## src/rtl/fetch_pc_unit_pkg.sv

```systemverilog
// Shared CPU definitions: opcodes, next-PC select encodings and fetch FSM states.
package cpu_pkg;

  localparam int unsigned XLEN = 32;

  localparam logic [5:0] OP_RTYPE = 6'b000000;
  localparam logic [5:0] OP_J     = 6'b000010;
  localparam logic [5:0] OP_JAL   = 6'b000011;
  localparam logic [5:0] OP_BEQ   = 6'b000100;
  localparam logic [5:0] OP_BNE   = 6'b000101;
  localparam logic [5:0] OP_HALT  = 6'b111111;

  typedef enum logic [1:0] {
    PCSRC_SEQ = 2'b00,
    PCSRC_BR  = 2'b01,
    PCSRC_JR  = 2'b10,
    PCSRC_J   = 2'b11
  } pcsrc_e;

  typedef enum logic [1:0] {
    F_IDLE = 2'b00,
    F_REQ  = 2'b01,
    F_HALT = 2'b10
  } fetch_state_e;

endpackage

```

## src/rtl/fetch_pc_unit_if.sv

```systemverilog
// Instruction-memory req/rdy fetch channel between the fetch unit and imem.
interface fetch_pc_unit_if;
  import cpu_pkg::*;

  logic            imem_req;
  logic [XLEN-1:0] imem_addr;
  logic            imem_rdy;
  logic [XLEN-1:0] imem_rdata;

  modport master (
    output imem_req,
    output imem_addr,
    input  imem_rdy,
    input  imem_rdata
  );

  modport slave (
    input  imem_req,
    input  imem_addr,
    output imem_rdy,
    output imem_rdata
  );

endinterface

```

## src/rtl/fetch_pc_unit_next_pc_calc.sv

```systemverilog
// Combinational next-PC select: sequential, branch, register-indirect and absolute jump.
module next_pc_calc
  import cpu_pkg::*;
(
  input  logic [XLEN-1:0] i_pc,
  input  logic [XLEN-1:0] i_rs_data,
  input  logic [15:0]     i_imm16,
  input  logic [25:0]     i_jaddr,
  input  logic [1:0]      i_pcsrc,
  output logic [XLEN-1:0] o_pc_plus4,
  output logic [XLEN-1:0] o_next_pc
);

  logic [XLEN-1:0] w_br_off;

  assign o_pc_plus4 = i_pc + 32'd4;
  assign w_br_off   = {{14{i_imm16[15]}}, i_imm16, 2'b00};

  // Unknown select values (controller floating PCSrc) fall through to PC+4.
  always_comb begin
    o_next_pc = o_pc_plus4;
    case (i_pcsrc)
      PCSRC_SEQ: o_next_pc = o_pc_plus4;
      PCSRC_BR:  o_next_pc = o_pc_plus4 + w_br_off;
      PCSRC_JR:  o_next_pc = i_rs_data & 32'hFFFF_FFFC;
      PCSRC_J:   o_next_pc = {o_pc_plus4[XLEN-1:28], i_jaddr, 2'b00};
      default:   o_next_pc = o_pc_plus4;
    endcase
  end

endmodule

```

## src/rtl/fetch_pc_unit.sv

```systemverilog
// Program counter, fetch FSM, one-word fetch buffer and instruction register
// for the multicycle CPU; decoded IR fields feed the controller and datapath.
module fetch_pc_unit
  import cpu_pkg::*;
#(
  parameter logic [XLEN-1:0] RESET_PC    = 32'h0000_0000,
  parameter logic [5:0]      HALT_OPCODE = OP_HALT
) (
  input  logic             clk,
  input  logic             RST,
  input  logic             PCWre,
  input  logic             IRWre,
  input  logic [1:0]       PCSrc,
  input  logic [XLEN-1:0]  rs_data,
  fetch_pc_unit_if.master  imem,
  output logic [XLEN-1:0]  pc,
  output logic [XLEN-1:0]  pc_plus4,
  output logic [XLEN-1:0]  instr,
  output logic [5:0]       opcode,
  output logic [4:0]       rs,
  output logic [4:0]       rt,
  output logic [4:0]       rd,
  output logic [4:0]       sa,
  output logic [15:0]      imm16,
  output logic [25:0]      jaddr,
  output logic             fetch_busy,
  output logic             halted
);

  fetch_state_e    r_state;
  logic [XLEN-1:0] r_pc;
  logic [XLEN-1:0] r_instr;
  logic [XLEN-1:0] r_fbuf;
  logic            r_fbuf_vld;
  logic [XLEN-1:0] w_next_pc;
  logic [XLEN-1:0] w_pc_plus4;

  next_pc_calc u_next_pc_calc (
    .i_pc       (r_pc),
    .i_rs_data  (rs_data),
    .i_imm16    (r_instr[15:0]),
    .i_jaddr    (r_instr[25:0]),
    .i_pcsrc    (PCSrc),
    .o_pc_plus4 (w_pc_plus4),
    .o_next_pc  (w_next_pc)
  );

  always_ff @(posedge clk or negedge RST) begin
    if (!RST) begin
      r_state    <= F_REQ;
      r_pc       <= RESET_PC;
      r_instr    <= '0;
      r_fbuf     <= '0;
      r_fbuf_vld <= 1'b0;
    end else begin
      case (r_state)
        F_REQ: begin
          if (imem.imem_rdy) begin
            if (IRWre) begin
              r_instr <= imem.imem_rdata;
            end else begin
              r_fbuf     <= imem.imem_rdata;
              r_fbuf_vld <= 1'b1;
            end
            r_state <= F_IDLE;
          end
        end
        // A pending buffered word always drains first; halt outranks a PC advance.
        F_IDLE: begin
          if (r_fbuf_vld && IRWre) begin
            r_instr    <= r_fbuf;
            r_fbuf_vld <= 1'b0;
          end else if (!r_fbuf_vld && (r_instr[31:26] == HALT_OPCODE)) begin
            r_state <= F_HALT;
          end else if (PCWre) begin
            r_pc    <= w_next_pc;
            r_state <= F_REQ;
          end
        end
        default: r_state <= r_state;
      endcase
    end
  end

  assign imem.imem_req  = (r_state == F_REQ);
  assign imem.imem_addr = r_pc;

  assign pc         = r_pc;
  assign pc_plus4   = w_pc_plus4;
  assign instr      = r_instr;
  assign opcode     = r_instr[31:26];
  assign rs         = r_instr[25:21];
  assign rt         = r_instr[20:16];
  assign rd         = r_instr[15:11];
  assign sa         = r_instr[10:6];
  assign imm16      = r_instr[15:0];
  assign jaddr      = r_instr[25:0];
  assign fetch_busy = (r_state == F_REQ) | r_fbuf_vld;
  assign halted     = (r_state == F_HALT);

endmodule

```

## src/flat_wrapper.sv

```systemverilog
// flat-port wrapper written by rule: the top's interface ports become plain ports
module fetch_pc_unit_flat import cpu_pkg::*;
#(
  parameter logic [XLEN-1:0] RESET_PC    = 32'h0000_0000,
  parameter logic [5:0]      HALT_OPCODE = OP_HALT
)
  (clk, RST, PCWre, IRWre, PCSrc, rs_data, pc, pc_plus4, instr, opcode, rs, rt, rd, sa, imm16, jaddr, fetch_busy, halted, imem_imem_req, imem_imem_addr, imem_imem_rdy, imem_imem_rdata);
  fetch_pc_unit_if imem_i ();
  input  logic clk;
  input  logic RST;
  input  logic PCWre;
  input  logic IRWre;
  input  logic [1:0] PCSrc;
  input  logic [XLEN-1:0] rs_data;
  output logic [XLEN-1:0] pc;
  output logic [XLEN-1:0] pc_plus4;
  output logic [XLEN-1:0] instr;
  output logic [5:0] opcode;
  output logic [4:0] rs;
  output logic [4:0] rt;
  output logic [4:0] rd;
  output logic [4:0] sa;
  output logic [15:0] imm16;
  output logic [25:0] jaddr;
  output logic fetch_busy;
  output logic halted;
  output wire logic [$bits(imem_i.imem_req)-1:0] imem_imem_req;
  output wire logic [$bits(imem_i.imem_addr)-1:0] imem_imem_addr;
  input wire logic [$bits(imem_i.imem_rdy)-1:0] imem_imem_rdy;
  input wire logic [$bits(imem_i.imem_rdata)-1:0] imem_imem_rdata;
  assign imem_imem_req = imem_i.imem_req;
  assign imem_imem_addr = imem_i.imem_addr;
  assign imem_i.imem_rdy = imem_imem_rdy;
  assign imem_i.imem_rdata = imem_imem_rdata;
  fetch_pc_unit #(.RESET_PC(RESET_PC), .HALT_OPCODE(HALT_OPCODE)) u_core (.clk(clk), .RST(RST), .PCWre(PCWre), .IRWre(IRWre), .PCSrc(PCSrc), .rs_data(rs_data), .imem(imem_i), .pc(pc), .pc_plus4(pc_plus4), .instr(instr), .opcode(opcode), .rs(rs), .rt(rt), .rd(rd), .sa(sa), .imm16(imm16), .jaddr(jaddr), .fetch_busy(fetch_busy), .halted(halted));
endmodule
```

## config.mk

```make
export PLATFORM = sky130hd
export DESIGN_NAME = fetch_pc_unit_flat
export DESIGN_NICKNAME = d
export VERILOG_FILES = /design/src/rtl/fetch_pc_unit_pkg.sv /design/src/rtl/fetch_pc_unit_if.sv /design/src/rtl/fetch_pc_unit_next_pc_calc.sv /design/src/rtl/fetch_pc_unit.sv /design/src/flat_wrapper.sv
export SDC_FILE = /design/constraint.sdc
export NUM_CORES = 1
export LEC_CHECK = 0
export BUFFER_PORTS_ARGS = -buffer_cell sky130_fd_sc_hd__clkbuf_2
export CAP_MARGIN = 25
export CORE_ASPECT_RATIO = 0.9
export CORE_MARGIN = 2
export CORE_UTILIZATION = 52
export CTS_BUF_LIST = sky130_fd_sc_hd__clkbuf_8 sky130_fd_sc_hd__clkbuf_16
export DETAILED_ROUTE_END_ITERATION = 6
export GPL_ROUTABILITY_DRIVEN = 0
export PLACE_DENSITY = 0.9
export SLEW_MARGIN = 20
export SYNTH_ARGS = -nofsm -noshare
export SYNTH_HDL_FRONTEND = slang
export SYNTH_SLANG_ARGS = --single-unit
export TNS_END_PERCENT = 30
```

## constraint.sdc

```tcl
create_clock -name clk -period 5 [get_ports clk]
set_input_delay 0.75 -clock clk [delete_from_list [all_inputs] [get_ports clk]]
set_output_delay 0.75 -clock clk [all_outputs]
set_load 0.1 [all_outputs]
```

After elaboration in Yosys (flattened, before gate mapping)
Cells that the tools add are included.

Bits in registers: 99. Output and inout port bits: 199.

$add $sub $neg: 2. Equality and inequality tests: 12. Multiplexer cells: 14. Bitwise gates (word level): 4. Reduce and logical (&&, ||, !) cells: 11.

Operators with widths (number): case mux 32 bit (4 select lines) (1); two-way mux 32 bit (3); case mux 32 bit (2 select lines) (1); adder 32 x 3 -> 32 bit, second input constant (1); adder 32 bit (1); AND reduction 4 bit (4); two-way mux 2 bit (4); equality test 2 bit, second input constant (3); equality test 6 bit, second input constant (1); != test 2 bit, second input constant (3); equality test 2 x 1 -> 1 bit, second input constant (2); logical NOT 2 bit (2); != test 2 x 1 -> 1 bit, second input constant (2); case mux 2 bit (2 select lines) (1); two-way mux 1 bit (3); != test 3 x 2 -> 1 bit, second input constant (1); NOT 1 bit (3); AND reduction 3 bit (1); logical AND 1 bit (2); case mux 1 bit (2 select lines) (1); nonzero test 2 bit (1); logical NOT 1 bit (1); OR 1 bit (1).

Longest topological paths before layout
Depth in word-level cells: 5. Depth in mapped cells: 17.

Hierarchy
Synthesis repeated with hierarchy kept, for this count alone.

Cell total of the unflattened synthesis: 721. Area, all modules: 7841.3 um^2.

By module, submodules not included: fetch_pc_unit (instances 1, cells each 361, area an instance 5003.5 um^2, sequential area each 2478.6 um^2); next_pc_calc (instances 1, cells each 360, area an instance 2837.7 um^2, sequential area each 0.0 um^2).

Worst setup path after synthesis
OpenSTA, ideal clock, no wires.

Path kind: flip-flop to flip-flop. Start point: register u_core.r_pc[5] (netlist: u_core.imem.imem_addr[5]). End point: register u_core.r_pc[31] (netlist: u_core.imem.imem_addr[31]). Arrival: 5829 ps. Slack: -960 ps. Stages on the path, launching flop included: 17. Clock period less this slack: 5960 ps. Path through: dfrtp_1 and4_1 and2_1 nand4_2 nor3_2 nand3_1 xnor2_1 ha_1 clkbuf_1 a21oi_1 o21a_1 o211ai_1 a21oi_1 o21ai_2 xnor2_1 o2111a_1 or3_1.

Cells in the longest elaborated chain, start to end: 3.

Ends and longest elaborated chain: start, declared (RTL line fetch_pc_unit.sv:31) `logic [XLEN-1:0] r_pc;`; start signal, assigned (RTL line fetch_pc_unit.sv:76) `r_pc <= w_next_pc;`; adder 32 x 3 -> 32 bit (RTL line fetch_pc_unit_next_pc_calc.sv:16) `assign o_pc_plus4 = i_pc + 32'd4;`; net pc_plus4[26] (RTL line flat_wrapper.sv:16) `output logic [XLEN-1:0] pc_plus4;`; adder 32 bit (RTL line fetch_pc_unit_next_pc_calc.sv:24) `PCSRC_BR: o_next_pc = o_pc_plus4 + w_br_off;`; case mux 32 bit (4 select lines) (RTL line fetch_pc_unit_next_pc_calc.sv:22) `case (i_pcsrc)`.

The timed path passes the listed nets, and every way through them passes these cells. A chain may end at the register's enable or synchronous reset.

Worst setup path after layout
Start point: register u_core.r_pc[4] (netlist: u_core.imem.imem_addr[4]). End point: register u_core.r_pc[28] (netlist: u_core.imem.imem_addr[28]).

Cells in the longest elaborated chain, start to end: 3.

Ends and longest elaborated chain (RTL line): adder 32 x 3 -> 32 bit * (fetch_pc_unit_next_pc_calc.sv:16); adder 32 bit (fetch_pc_unit_next_pc_calc.sv:24); case mux 32 bit (4 select lines) * (fetch_pc_unit_next_pc_calc.sv:22).

Mark *: on every way between the ends. The rest lies on a longest branch, timed or not.

==> summary.md <==
| Metric | Value |
|---|---|
| Overflow after GRT | `0` |
| Clock latency reported for the late side of the worst-skew pair | `0.35 ns` |
| Transition time at the pin with the least slew margin | `1.03 ns` |
| Count of endpoints failing hold in the final timing report | `0` |
| Largest net degree at the start of global routing | `a little under 70` |
| TritonCTS clock tree | `done` |
| Met1 Use GR | `0.361` |
| Antenna-violating nets left | `0` |
| Status | `finished, final reports clean` |
| Root buffer selected by CTS | `sky130_fd_sc_hd__clkbuf_16` |
| Synthesized area per cell | `9.19 um2` |
| Num CTS Buffers | `9` |
| Global-route usage over all layers | `0.271` |
| DIE AREA | `16000 um2` |
| Critical setup path kind | `register to register` |
| GRT Max-Usage Layer | `met2` |
| Count of endpoints failing setup in the final report | `0` |
| First-pass GRT wire length | `roughly 34000 um` |
| Number of placed instances, taps included | `1181` |
| R2r setup slk | `0.54 ns` |
| Final nets | `1099` |
| Ys flop type | `sky130_fd_sc_hd__dfrtp_1` |
| Sum of routed wire length over all layers | `21900 um` |
| Crit path required time | `roughly 5.3 ns` |
| Worst slew slack as a fraction of its limit | `0.314` |
| Worst min-delay path category | `register to register` |
| Async set or reset register ratio after synthesis | `1.00` |
| Number of clock sinks | `97` |
| Vias | `6903` |
| Number of enable-type register cells in the synthesized netlist | `0` |
| Die span in y | `roughly 120 um` |
| Unique masters post-synth | `73` |
| Number of slew-limit violations in the final report | `0` |
| Final clock period utilization by the worst path | `0.892` |
| Setup crit end kind | `register` |
| Via count of the first global-routing pass | `6491` |
| Register area | `2430 um2` |
| Max capacitance violation total | `0` |
| Fill cell total of the finished layout | `~1200` |
| Number of antenna violations at the first check in global routing | `0` |
| DR WL/cell | `18.3 um` |
| Fraction of met2 tracks used by global routing | `0.449` |
| Multi-input gate area in the final layout | `4610 um2` |
| Hpwl dp | `16600 um` |
| Maximum number of buffers from clock root to sink | `2` |
| Effective utilization at floorplan | `0.531` |
| Post-route clock skew | `between 0.01 and 0.015 ns` |
| Post-CTS Setup Inserts | `0` |
| WP data arrival | `4.71 ns` |
| Mapped Cells | `850` |
| Number of warnings printed during yosys synthesis | `0` |
| Antenna fix cells | `0` |
| Total number of H-tree levels | `3` |
| Core box area | `14700 um2` |
| Max Fanout on Critical Path | `8` |
| Highest clock rate | `approximately 220 MHz` |
| First-pass DRT Iterations | `5` |
| Gates resized, CTS repair | `0` |
| Clock edge transition at the registers on the reported setup and hold paths | `about 0.080 ns` |
| RSZ-0062 raised after global routing | `no` |
| Startpoint type of the worst setup path | `register` |
| Synth Register Bits | `97` |
| Crit path time final | `4.46 ns` |
| IO Pins | `270` |
| Post-synthesis instance area | `~7800 um2` |
| Total of buffers placed on input and output ports | `approximately 260` |
| DRC violation count after routing | `0` |
| Overall die width | `133 um` |
| Via density per instance | `about 5.8` |
| Met3 Resource Use GR | `0.0570` |
| Portion of the post-synthesis area used by sequential elements | `0.311` |
| Area growth, synth to finish | `15.6%` |
| Initial DRC Count | `543` |
| Hold bufs inserted after CTS | `0` |
| Share of final-layout standard cells stronger than drive strength 1 | `0.391` |
| Number of rows created at floorplan | `42` |
| Final standard cell count with taps included and fillers excluded | `1197` |
-- stage by stage --
stage | setup WS [ns] | setup TNS [ns] | cell area (um2) | hold slack, ns | utilization
5_1_grt | 0.303 | 0 | 9030 | 0.518 | 0.613
6_report | 0.541 | 0 | 9030 | 0.509 | 0.613
2_1_floorplan | -0.0697 | -0.0697 | 8100 | 0.454 | -
3_3_place_gp | 0.811 | 0 | 8740 | 0.488 | 0.594
3_5_place_dp | 0.650 | 0 | 8740 | 0.495 | 0.594
4_1_cts | 0.601 | 0 | 9030 | 0.513 | 0.613
-- path summary, 6_finish.rpt --
kind / from / end / cells past startpoint
worst max-delay path: u_core.imem.imem_addr[4]$_DFFE_PN0P_ / u_core.imem.imem_addr[28]$_DFFE_PN0P_ / 16
worst min-delay path: u_core.r_fbuf[5]$_DFFE_PN0P_ / u_core.r_fbuf[5]$_DFFE_PN0P_ / 1
worst max register to register: u_core.imem.imem_addr[4]$_DFFE_PN0P_ / u_core.imem.imem_addr[28]$_DFFE_PN0P_ / 16
worst min register to register: u_core.r_fbuf[5]$_DFFE_PN0P_ / u_core.r_fbuf[5]$_DFFE_PN0P_ / 1
max in group asynchronous: RST / u_core.r_fbuf[11]$_DFFE_PN0P_ / 2
min in group asynchronous: RST / u_core.imem.imem_addr[8]$_DFFE_PN0P_ / 1
-- critical path, cell delays in order, from the launching register on --
cell,delay [ns]
sky130_fd_sc_hd__dfrtp_2,0.46
sky130_fd_sc_hd__and4_1,0.32
sky130_fd_sc_hd__nand3_2,0.20
sky130_fd_sc_hd__nor2_1,0.35
sky130_fd_sc_hd__nand3_1,0.33
sky130_fd_sc_hd__nor2_1,0.37
sky130_fd_sc_hd__xor2_4,0.19
sky130_fd_sc_hd__ha_1,0.31
sky130_fd_sc_hd__a21oi_1,0.19
sky130_fd_sc_hd__o21ai_0,0.13
sky130_fd_sc_hd__nor3b_1,0.25
sky130_fd_sc_hd__a21oi_2,0.12
sky130_fd_sc_hd__a31oi_2,0.28
sky130_fd_sc_hd__o21ai_1,0.16
sky130_fd_sc_hd__a221oi_2,0.31
sky130_fd_sc_hd__xor2_1,0.11
sky130_fd_sc_hd__a221oi_1,0.28
-- state kept, by name (all words and copies together) (netlist names) --
name,cells
u_core.instr,32
u_core.r_fbuf_vld,1
u_core.imem.imem_addr,30
u_core.r_fbuf,32
u_core.r_state,2
-- layout make-up --
cell class	count	share of cell area
Clock buffer	9	0.0250
Clock inverter	7	0.00707
Inverter	20	0.00832
Multi-Input combinational cell	597	0.511
Sequential cell	97	0.270
Tap cell	198	0.0274
Timing Repair Buffer	269	0.152
-- layout by cell type, fill, tap and decap left out, types with 17 or more instances in the layout --
cell type	instances
sky130_fd_sc_hd__o21ai_0	21
sky130_fd_sc_hd__mux2_2	36
sky130_fd_sc_hd__inv_1	21
sky130_fd_sc_hd__a21oi_1	80
sky130_fd_sc_hd__nor2_1	66
sky130_fd_sc_hd__nand2_1	72
sky130_fd_sc_hd__ha_1	33
sky130_fd_sc_hd__mux2i_1	40
sky130_fd_sc_hd__xnor2_1	17
sky130_fd_sc_hd__clkbuf_2	260
sky130_fd_sc_hd__dfrtp_1	92
-- kinds of logic (layout without fill, tap and decap cells) --
| kind of cell | after synthesis | in the layout | share of synthesized area |
|---|---|---|---|
| compound gates | 184 | 184 | 0.149 |
| xor+xnor | 53 | 53 | 0.0604 |
| fa+ha+maj | 34 | 34 | 0.0554 |
| buf+inv | 161 | 305 | 0.137 |
| flops | 97 | 97 | 0.311 |
| mux | 91 | 91 | 0.144 |
| other cells | 1 | 6 | 0.000480 |
| simple gates | 229 | 229 | 0.143 |
-- synth_stat cells, types with 13 or more instances --
cell | instances | area share
sky130_fd_sc_hd__a21oi_1 | 80 | 0.051
sky130_fd_sc_hd__mux2_2 | 36 | 0.052
sky130_fd_sc_hd__o21ai_0 | 21 | 0.013
sky130_fd_sc_hd__buf_4 | 104 | 0.10
sky130_fd_sc_hd__xor2_1 | 16 | 0.018
sky130_fd_sc_hd__mux2i_1 | 40 | 0.051
sky130_fd_sc_hd__ha_1 | 33 | 0.053
sky130_fd_sc_hd__dfrtp_1 | 96 | 0.31
sky130_fd_sc_hd__nor2_1 | 69 | 0.033
sky130_fd_sc_hd__nand2_1 | 72 | 0.035
sky130_fd_sc_hd__inv_1 | 20 | 0.0096
sky130_fd_sc_hd__nand3_1 | 16 | 0.010
sky130_fd_sc_hd__mux4_2 | 13 | 0.037
sky130_fd_sc_hd__xnor2_1 | 36 | 0.040
sky130_fd_sc_hd__a21o_1 | 14 | 0.013
sky130_fd_sc_hd__clkbuf_1 | 28 | 0.013
-- per-layer routing --
layer | vias to the layer above | part of all wire
met1 | 3316 | 0.42
li1 | 3201 | -
met3 | 34 | 0.079
met5 | - | 0
met4 | 0 | 0.018
met2 | 352 | 0.48
Power is left out: the tool's default activity adds up to more than one toggle a clock period on the data nets, which glitch-free logic cannot reach.
